## src/rtl/exu_arbiter.sv

```systemverilog
// Two-requester arbiter in front of one shared combinational execution unit.
// Each op is registered, issued for one cycle, and its result is held until it is consumed.
package exu_pkg;
    localparam int DATA_WIDTH = 32;

    typedef logic [3:0] func_t;

    localparam func_t FUNC_ADD  = 4'h0;
    localparam func_t FUNC_SUB  = 4'h1;
    localparam func_t FUNC_ADDI = 4'h2;
    localparam func_t FUNC_SLLI = 4'h3;
endpackage

module exu_arbiter
    import exu_pkg::*;
#(
    parameter int DATA_WIDTH = exu_pkg::DATA_WIDTH,
    parameter int RD_WIDTH   = 5
) (
    input  logic                  clk_i,
    input  logic                  rst_i,

    input  logic                  req0_valid_i,
    output logic                  req0_ready_o,
    input  func_t                 req0_func_i,
    input  logic [DATA_WIDTH-1:0] req0_rs1_data_i,
    input  logic [DATA_WIDTH-1:0] req0_rs2_data_i,
    input  logic [5:0]            req0_imm_i,
    input  logic [RD_WIDTH-1:0]   req0_rd_addr_i,

    input  logic                  req1_valid_i,
    output logic                  req1_ready_o,
    input  func_t                 req1_func_i,
    input  logic [DATA_WIDTH-1:0] req1_rs1_data_i,
    input  logic [DATA_WIDTH-1:0] req1_rs2_data_i,
    input  logic [5:0]            req1_imm_i,
    input  logic [RD_WIDTH-1:0]   req1_rd_addr_i,

    output func_t                 exu_func_o,
    output logic [DATA_WIDTH-1:0] exu_rs1_data_o,
    output logic [DATA_WIDTH-1:0] exu_rs2_data_o,
    output logic [5:0]            exu_imm_o,
    input  logic [DATA_WIDTH-1:0] exu_result_i,

    output logic                  rsp_valid_o,
    input  logic                  rsp_ready_i,
    output logic                  rsp_id_o,
    output logic [RD_WIDTH-1:0]   rsp_rd_addr_o,
    output logic [DATA_WIDTH-1:0] rsp_data_o,

    output logic                  busy_o,
    output logic [1:0]            state_o
);

    // Handshakes: a requester op transfers on a rising edge where reqN_valid_i
    // and reqN_ready_o are both high; the response transfers on an edge where
    // rsp_valid_o and rsp_ready_i are both high. Valid never waits on ready.
    typedef enum logic [1:0] {
        ST_IDLE  = 2'd0,
        ST_ISSUE = 2'd1,
        ST_HOLD  = 2'd2
    } state_t;

    state_t state_q, state_d;

    logic                  prio_q;
    logic                  gnt_any;
    logic                  gnt_id;
    logic                  accept_window;
    logic                  accept;

    func_t                 op_func_q;
    logic [DATA_WIDTH-1:0] op_rs1_q;
    logic [DATA_WIDTH-1:0] op_rs2_q;
    logic [5:0]            op_imm_q;
    logic [RD_WIDTH-1:0]   op_rd_q;
    logic                  op_id_q;

    // Round-robin only matters on a tie; a lone requester always wins.
    assign gnt_any       = req0_valid_i | req1_valid_i;
    assign gnt_id        = (req0_valid_i & req1_valid_i) ? prio_q : req1_valid_i;
    assign accept_window = !rst_i && ((state_q == ST_IDLE) ||
                                      ((state_q == ST_HOLD) && rsp_ready_i));
    assign accept        = accept_window && gnt_any;

    always_ff @(posedge clk_i) begin
        if (rst_i) begin
            state_q <= ST_IDLE;
        end else begin
            state_q <= state_d;
        end
    end

    always_comb begin
        state_d = state_q;
        case (state_q)
            ST_IDLE:  if (accept) state_d = ST_ISSUE;
            ST_ISSUE: state_d = ST_HOLD;
            ST_HOLD:  if (rsp_ready_i) state_d = accept ? ST_ISSUE : ST_IDLE;
            default:  state_d = ST_IDLE;
        endcase
    end

    always_comb begin
        req0_ready_o = accept && (gnt_id == 1'b0);
        req1_ready_o = accept && (gnt_id == 1'b1);
        busy_o       = (state_q != ST_IDLE);
        state_o      = state_q;
    end

    always_ff @(posedge clk_i) begin
        if (rst_i) begin
            prio_q    <= 1'b0;
            op_func_q <= '0;
            op_rs1_q  <= '0;
            op_rs2_q  <= '0;
            op_imm_q  <= '0;
            op_rd_q   <= '0;
            op_id_q   <= 1'b0;
        end else if (accept) begin
            prio_q    <= ~gnt_id;
            op_func_q <= gnt_id ? req1_func_i     : req0_func_i;
            op_rs1_q  <= gnt_id ? req1_rs1_data_i : req0_rs1_data_i;
            op_rs2_q  <= gnt_id ? req1_rs2_data_i : req0_rs2_data_i;
            op_imm_q  <= gnt_id ? req1_imm_i      : req0_imm_i;
            op_rd_q   <= gnt_id ? req1_rd_addr_i  : req0_rd_addr_i;
            op_id_q   <= gnt_id;
        end
    end

    // The unit sees only registered operands, so requester inputs never
    // reach exu_result_i combinationally.
    assign exu_func_o     = op_func_q;
    assign exu_rs1_data_o = op_rs1_q;
    assign exu_rs2_data_o = op_rs2_q;
    assign exu_imm_o      = op_imm_q;

    always_ff @(posedge clk_i) begin
        if (rst_i) begin
            rsp_valid_o   <= 1'b0;
            rsp_id_o      <= 1'b0;
            rsp_rd_addr_o <= '0;
            rsp_data_o    <= '0;
        end else if (state_q == ST_ISSUE) begin
            rsp_valid_o   <= 1'b1;
            rsp_id_o      <= op_id_q;
            rsp_rd_addr_o <= op_rd_q;
            rsp_data_o    <= exu_result_i;
        end else if ((state_q == ST_HOLD) && rsp_ready_i) begin
            rsp_valid_o   <= 1'b0;
        end
    end

endmodule

```

## config.mk

```make
export PLATFORM = sky130hd
export DESIGN_NAME = exu_arbiter
export DESIGN_NICKNAME = d
export VERILOG_FILES = /design/src/rtl/exu_arbiter.sv
export SDC_FILE = /design/constraint.sdc
export NUM_CORES = 1
export LEC_CHECK = 0
export CAP_MARGIN = 20
export CORE_MARGIN = 4
export CORE_UTILIZATION = 42
export CTS_CLUSTER_DIAMETER = 120
export DETAILED_ROUTE_END_ITERATION = 10
export GPL_ROUTABILITY_DRIVEN = 0
export PLACE_DENSITY = 0.92
export SKIP_LAST_GASP = 1
export SLEW_MARGIN = 20
export SYNTH_ARGS = -nofsm -noshare
export SYNTH_HDL_FRONTEND = slang
export SYNTH_SLANG_ARGS = --single-unit
```

## constraint.sdc

```tcl
create_clock -name clk_i -period 2.15 [get_ports clk_i]
set_input_delay 0.645 -clock clk_i [delete_from_list [all_inputs] [get_ports clk_i]]
set_output_delay 0.645 -clock clk_i [all_outputs]
set_load 0.05 [all_outputs]
```

==> Word-level counts from Yosys, hierarchy flattened <==
Index checks and enable logic that the tools add are counted.
{ "word_totals": {"reg_bits": 122, "inputBits": 195, "output_inout_bits": 118, "word_cells": 42} }
{ "op_classes": {"eq_ne": 4, "muxes": 12, "bitwise_logic": 3, "n_reduce_logical": 11} }
{ "ops": {"columns": ["op", "n"], "rows": [
  ["two-way mux 32 bit", 2],
  ["two-way mux 6 bit", 1],
  ["case mux 2 bit (3 select lines)", 1],
  ["logical AND 1 bit", 5],
  ["two-way mux 5 bit", 1],
  ["two-way mux 1 bit", 4],
  ["two-way mux 2 bit", 2],
  ["two-way mux 4 bit", 1],
  ["inequality test 2 bit, second input constant", 2],
  ["nonzero test 2 bit", 2],
  ["== test 2 x 1 -> 1 bit, second input constant", 1],
  ["== test 2 bit, second input constant", 1],
  ["logical NOT 2 bit", 1],
  ["AND reduction 2 bit", 1],
  ["AND 1 bit", 1],
  ["logical NOT 1 bit", 1],
  ["logical OR 1 bit", 1],
  ["NOT 1 bit", 1],
  ["bitwise OR 1 bit", 1]
]} }

==> Logic depth before layout (Yosys ltp) <==
Gate-level depths: netlist (run 1).
{ "depth": {"word_depth": 8, "ltp_mapped": 6, "depth_no_buf": 3} }

==> Worst setup path before layout (run 1) <==
Ideal clock, no wire load.
{ "synth_timing": {"kind": "in2out", "start": "input req0_valid_i", "end": "output req1_ready_o", "arrival_time_ps": 2108, "required_time_ps": 1505, "setup_slack_ps": -603, "stages": 4, "path_buffers": 2, "path_cell_list": "nor2b_1 -> buf_2 -> buf_2 -> nor3_1"} }
{ "synth_via": {"elab_chain_len": 3, "elab_cells_between_ends": 5, "classes_between": "mux: 1; bitwise: 2; reduce/logical: 2"} }
{ "synth_rtl": {"columns": ["element", "line", "rtl"], "rows": [
  ["start, declared", "23", "input logic req0_valid_i,"],
  ["AND 1 bit / bitwise OR 1 bit (equally long branches)", "81, 80", null],
  ["two-way mux 1 bit / logical AND 1 bit (equally long branches)", "81, 84", null],
  ["logical AND 1 bit (*)", "106", "req1_ready_o = accept && (gnt_id == 1'b1);"],
  ["end, declared", "32", "output logic req1_ready_o,"]
]} }
Mark *: on every way between the ends. The rest lies on a longest branch, timed or not.

==> Worst setup path in the final report (run 1) <==
Same ends and word-level chain as after synthesis.

==> results.py, run 1 <==
metrics = {
    "setup_path": {
        "setup.worst_path.start_class": "input port",
        "path_class": "input port to output port",
        "regToRegSetupSlack_ns": 0.62,
        "critPathCaptureType": "output port",
        "worst_ep_required_time_ns": 1.50,
        "arrival_ns": 1.48,
        "path_max_fanout": 3,
    },
    "floorplanning": {
        "initial_core_util": 0.436,
        "dieArea_mm2": 0.0152,
        "row_count": 41,
        "chipHeight_um": 123,
        "die-width_um": 123,
        "core-area_mm2": 0.0128,
        "pin_count": 313,
    },
    "drt": {
        "antenna_left": 0,
        "wl_per_cell_um": 18.2,
        "drt_pass1_iterations": 4,
        "vias_per_cell": 5.35,
        "route.detailed.drc": 0,
        "wl_um": 19200,
        "via_count": 5635,
        "drtIter0Drc": 339,
    },
    "power_and_ir_drop": {
        "switching_share": 0.335,
        "p_leak_nw": 3.63,
        "power_density_mw_per_mm2": 792,
        "p_clk_frac": 0.361,
        "ir_drop_uv": 426,
        "p_int_mw": 4.95,
        "p_switching_mw": 2.50,
        "p_seq_frac": 0.342,
        "combPwrFrac": 0.296,
    },
    "sta": {
        "tightest_slew_ns": 0.782,
        "setup_viol": 0,
        "min_period_ns": 2.12,
        "clock_skew_ns": 0.00955,
        "final_hold_viol_count": 0,
        "timing.final.ws_setup_ns": 0.0266,
        "fmax_mhz": 471,
        "maxSlewViolCount": 0,
        "relSlewSlack": 0.478,
        "post-route-period-util": 0.988,
        "rsz0062_at_grt": "false",
    },
    "cts": {
        "post_cts_buffers": 0,
        "cts_buffers": 17,
        "cts.path.max_buffers": 2,
        "cts_tree": "done",
        "clk_pin_slew_ns": 0.06,
        "htree_num_levels": 4,
        "cts-root-buf": "clkbuf_16",
        "clk_latency_ns": 0.41,
        "cts_sinks": 122,
    },
    "synth": {
        "synth_cell_type_count": 29,
        "syn_inst": 562,
        "yosys_register_bits": 122,
        "synth_warnings": 0,
        "yosysSeqAreaShare": 0.437,
        "syn_area_mm2": 0.00559,
        "syn_area_per_cell_um2": 9.95,
        "syn_nets": 757,
    },
    "grt": {
        "grt_pass1_vias": 5786,
        "grt_max_degree": 122,
        "antenna_found_initial": 0,
        "grt_use_total": 0.249,
        "grt_overflow": 0,
        "grt_pass1_wl_um": 29300,
    },
    "hold_path": {
        "hold_path_class": "flop to flop",
    },
    "final_layout": {
        "antenna_cells": 0,
        "nNetsFinal": 1064,
        "syn_to_final_growth_pct": 68.4,
        "nFillCells": 924,
        "drive_above_1_share": 0.277,
        "final_cell_area_mm2": 0.00941,
    },
    "placement": {
        "post-place-ws_ns": -0.316,
        "dpl.hpwl_um": 14200,
        "placed_area_mm2": 0.00888,
        "numPortBuffers": 312,
    },
    "flow_run": {
        "maxCapViolations": 0,
    },
    "run_status": {
        "status": "complete, no violations",
    },
}
-- cell families after synthesis --
group	synth area share
AOI/OAI and AO/OA	0.382
buffers and inverters	0.115
and+or+nand+nor	0.0667
DFF	0.437
-- per-layer routing --
| layer | global-route usage | wire (µm) | vias to the layer above |
|---|---|---|---|
| met2 | 0.438 | 10100 | 246 |
| met3 | 0.0906 | 1770 | 34 |
| met1 | 0.272 | 6920 | 2623 |
| met4 | 0.0941 | 415 | 0 |
| met5 | 0 | 0 | - |
| li1 | - | - | 2732 |
-- placed cells by master (no fill, tap or decap), types with 2 or more instances in the layout --
cell type	Yosys	final
clkdlybuf4s50_1	0	190
dfxtp_1	122	121
buf_4	8	107
inv_1	81	81
o32ai_1	79	79
a221oi_2	79	79
nand2_1	77	76
dlygate4sd2_1	0	43
a21oi_1	39	39
clkbuf_16	0	17
buf_12	0	11
clkinvlp_4	0	5
inv_6	0	4
clkinv_4	0	4
nor2_4	1	2
buf_6	2	2
-- registers in the layout, summed over array words and instances (netlist names), 2 cells and up --
name,flops
rsp_data_o,32
rsp_rd_addr_o,5
state_o,2
exu_imm_o,6
exu_rs1_data_o,32
exu_func_o,4
exu_rs2_data_o,32
op_rd_q,5
-- stage by stage --
step	total power, mW	hold slack (ns)	setup TNS, ns	std cells	util
finish	7.45	0.449	0	1054	0.734
global route	7.78	0.468	0	1054	0.734
CTS	7.52	0.451	0	1054	0.734
detailed placement	4.85	0.446	-8.94	1022	0.692
global placement	4.81	0.440	-7.08	1022	0.692
floorplan	3.92	0.432	-0.0356	562	-
-- critical path: stages --
cell and delay [ns]:
dlygate4sd2_1 0.26, buf_4 0.14, nor2b_4 0.13, nor3_4 0.12, buf_6 0.18
-- final cells by class --
class,instances,area (µm²),share of cell area
Sequential cell,122,2440,0.260
Inverter,82,308,0.0327
Timing Repair Buffer,353,3320,0.353
Tap cell,172,215,0.0229
Multi-Input combinational cell,293,2550,0.271
Clock buffer,17,425,0.0452
Clock inverter,15,143,0.0152
-- what timing repair did --
item,4_1_cts,5_1_grt
gates resized for setup,47,1
hold buffers,0,0
endpoints found under the setup margin,42,1
pin swaps,1,0
endpoints found under the hold margin,0,0
-- power by group through the flow --
stage               Combinational (mW)  Clock, mW  Sequential (mW)
floorplan                        0.732          0             3.19
global placement                  2.22          0             2.59
detailed placement                2.25          0             2.60
CTS                               2.22       2.75             2.55
global route                      2.33       2.88             2.58
finish                            2.21       2.69             2.55
-- cell usage after synthesis --
| library cell | count | share of area |
|---|---|---|
| o32ai_1 | 79 | 0.12 |
| dfxtp_1 | 122 | 0.44 |
| a311oi_1 | 1 | 0.0016 |
| buf_4 | 8 | 0.011 |
| o211ai_2 | 1 | 0.0022 |
| and2_4 | 1 | 0.0016 |
| a221oi_2 | 79 | 0.21 |
| nor3_1 | 1 | 0.00089 |
| a31oi_1 | 1 | 0.0011 |
| nand2_1 | 77 | 0.052 |
| nor2_4 | 1 | 0.0020 |
| and2b_1 | 1 | 0.0013 |
| buf_2 | 35 | 0.031 |
| or2_2 | 1 | 0.0011 |
| nand3b_1 | 1 | 0.0013 |
| a21oi_1 | 39 | 0.035 |
| nor2_1 | 2 | 0.0013 |
| inv_2 | 1 | 0.00067 |
| inv_1 | 81 | 0.054 |
| nor2b_1 | 1 | 0.0011 |
| a21bo_1 | 1 | 0.0018 |
| or3b_2 | 1 | 0.0016 |
| clkbuf_1 | 20 | 0.013 |
| buf_6 | 2 | 0.0040 |
| o21ai_0 | 1 | 0.00089 |
| a311o_1 | 1 | 0.0018 |
| nand2b_1 | 1 | 0.0011 |
| nand2b_2 | 1 | 0.0016 |
| o31ai_1 | 1 | 0.0013 |
-- worst paths after layout --
| check | from | endpoint | cells past startpoint |
|---|---|---|---|
| worst max-delay path | req0_valid_i | req1_ready_o | 5 |
| worst min-delay path | rsp_data_o[25]$_SDFFE_PP0P_ | rsp_data_o[25]$_SDFFE_PP0P_ | 2 |
| worst max register to register | state_o[1]$_SDFFE_PP0P_ | exu_rs2_data_o[11]$_SDFFE_PP0P_ | 5 |
| worst min register to register | rsp_data_o[25]$_SDFFE_PP0P_ | rsp_data_o[25]$_SDFFE_PP0P_ | 2 |
(Power assumes the default switching activity.)
==> run 2, diff against run 1 <==
CORE_ASPECT_RATIO = 2   (was unset)
==> results.py, run 2 (synthesized netlist as in run 1, its figures left out) <==
metrics = {
    "run_status": {
        "status": "complete, no violations",
    },
    "setup_path": {
        "crit_path_cell_trace": "dlygate4sd2_1, nand2b_4, nand2_4, nor3_4, buf_6",
        "setup.worst_path.start_class": "input port",
        "crit_slowest_cell": "dlygate4sd2_1",
        "worstSetupPathDepth": 5,
        "r2r_start": "prio_q$_SDFFE_PP0P_",
        "path_class": "input port to output port",
        "worst_ep_required_time_ns": 1.50,
        "crit_path_max_incr_delay_ns": 0.22,
        "path_max_fanout": 3,
        "worstReg2RegEnd": "op_rd_q[4]$_SDFFE_PP0P_",
        "path_delay_family": "buffers and inverters",
        "arrival_ns": 1.45,
        "worst-path-buf-inv": 2,
        "critPathCaptureType": "output port",
        "regToRegSetupSlack_ns": 0.49,
        "worstRegToRegCells": 6,
    },
    "sta": {
        "timing.final.ws_setup_ns": 0.0530,
        "final_hold_viol_count": 0,
        "min_period_ns": 2.10,
        "maxSlewViolCount": 0,
        "hold-worst-slack_ns": 0.451,
        "post-route-period-util": 0.975,
        "clock_skew_ns": 0.0134,
        "tightest_slew_ns": 0.884,
        "setup_viol": 0,
        "rsz0062_at_grt": "false",
        "fmax_mhz": 477,
        "relSlewSlack": 0.411,
    },
    "drt": {
        "route.detailed.drc": 0,
        "drt_pass1_iterations": 5,
        "wl_per_cell_um": 20.3,
        "vias_per_cell": 5.69,
        "antenna_left": 0,
        "via_count": 5854,
        "drtIter0Drc": 234,
        "wl_um": 20900,
    },
    "floorplanning": {
        "dieArea_mm2": 0.0153,
        "die-width_um": 89.6,
        "chipHeight_um": 171,
        "initial_core_util": 0.428,
        "pin_count": 313,
        "core-area_mm2": 0.0131,
        "row_count": 59,
    },
    "final_layout": {
        "nNetsFinal": 1058,
        "final_core_util": 0.719,
        "layout_common_cells": "190 x clkdlybuf4s50_1, 121 x dfxtp_1, 97 x buf_4, 81 x inv_1",
        "syn_to_final_growth_pct": 68.0,
        "final_common_cell": "clkdlybuf4s50_1",
        "drive_above_1_share": 0.265,
    },
    "grt": {
        "antenna_found_initial": 0,
        "grt_max_degree": 122,
        "grt_overflow": 0,
        "grt_use_total": 0.264,
        "grt_pass1_wl_um": 31100,
        "grt_pass1_vias": 6011,
    },
    "placement": {
        "dpl.hpwl_um": 15000,
        "numPortBuffers": 312,
        "post-place-ws_ns": -0.332,
    },
    "cts": {
        "clk_latency_ns": 0.41,
        "cts.path.max_buffers": 2,
        "htree_num_levels": 4,
        "clk_pin_slew_ns": 0.06,
        "cts_buffers": 17,
        "cts_sinks": 122,
        "holdBufCountCts": 0,
        "cts_tree": "done",
        "cts-root-buf": "clkbuf_16",
    },
    "flow_run": {
        "maxCapViolations": 0,
    },
    "power_and_ir_drop": {
        "ir_drop_uv": 546,
        "p_leak_nw": 3.65,
        "power_density_mw_per_mm2": 823,
    },
    "hold_path": {
        "hold_depth": 2,
        "min-delay-start": "rsp_data_o[29]$_SDFFE_PP0P_",
        "hold-path-endpoint": "rsp_data_o[29]$_SDFFE_PP0P_",
        "hold_path_class": "flop to flop",
    },
}
## run 2: how the worst max path moves through the flow
stage | from | endpoint
5_1_grt | rsp_ready_i | req1_ready_o
6_report | rsp_ready_i | req1_ready_o
4_1_cts | rsp_ready_i | req1_ready_o
3_3_place_gp | rsp_ready_i | req1_ready_o
3_5_place_dp | rsp_ready_i | req1_ready_o
2_1_floorplan | rst_i | req1_ready_o
## run 2: repair_timing
| item | in CTS | in global routing |
|---|---|---|
| setup buffers | 1 | 0 |
| hold endpoints to repair | 0 | 0 |
| endpoints found under the setup margin | 47 | 1 |
| pin swaps | 2 | 1 |
| resized for setup | 53 | 1 |
## run 2: area by class of cell
class,count,area [µm²]
fillers,956,3680
clock buffers,17,425
inverters,82,308
well taps,152,190
repair buffers,347,3270
diodes,1,2.50
clock inverters,14,186
multi-input cells,293,2560
flip-flops and latches,122,2440
## run 2: tightest hold or removal path, delay by kind of cell (launching register included)
| kind | cells | cell delay [ns] |
|---|---|---|
| and+or+nand+nor | 1 | 0.05 |
| DFF | 1 | 0.30 |
| AOI/OAI and AO/OA | 1 | 0.05 |
## run 2: power breakdown
group / internal [mW] / switching [mW]
combinational: 0.885 / 1.33
clock: 1.85 / 1.11
sequential: 2.45 / 0.105
total: 5.19 / 2.54
## run 2: stage by stage
| step | setup TNS, ns | cells | area (µm²) | power, mW |
|---|---|---|---|---|
| after floorplan | -0.0356 | 562 | 5610 | 3.92 |
| after global placement | -4.67 | 995 | 8800 | 4.80 |
| after detailed placement | -7.47 | 995 | 8800 | 4.85 |
| after CTS | 0 | 1027 | 9390 | 7.80 |
| after global routing | 0 | 1027 | 9390 | 8.02 |
| final | 0 | 1028 | 9390 | 7.73 |
## run 2: per-layer routing
layer  vias up  share of wire  track usage
met2       277           0.55        0.474
met1      2795           0.34        0.272
li1       2717              -            -
met3        65          0.068       0.0593
met5         -              0            0
met4         0          0.041        0.145
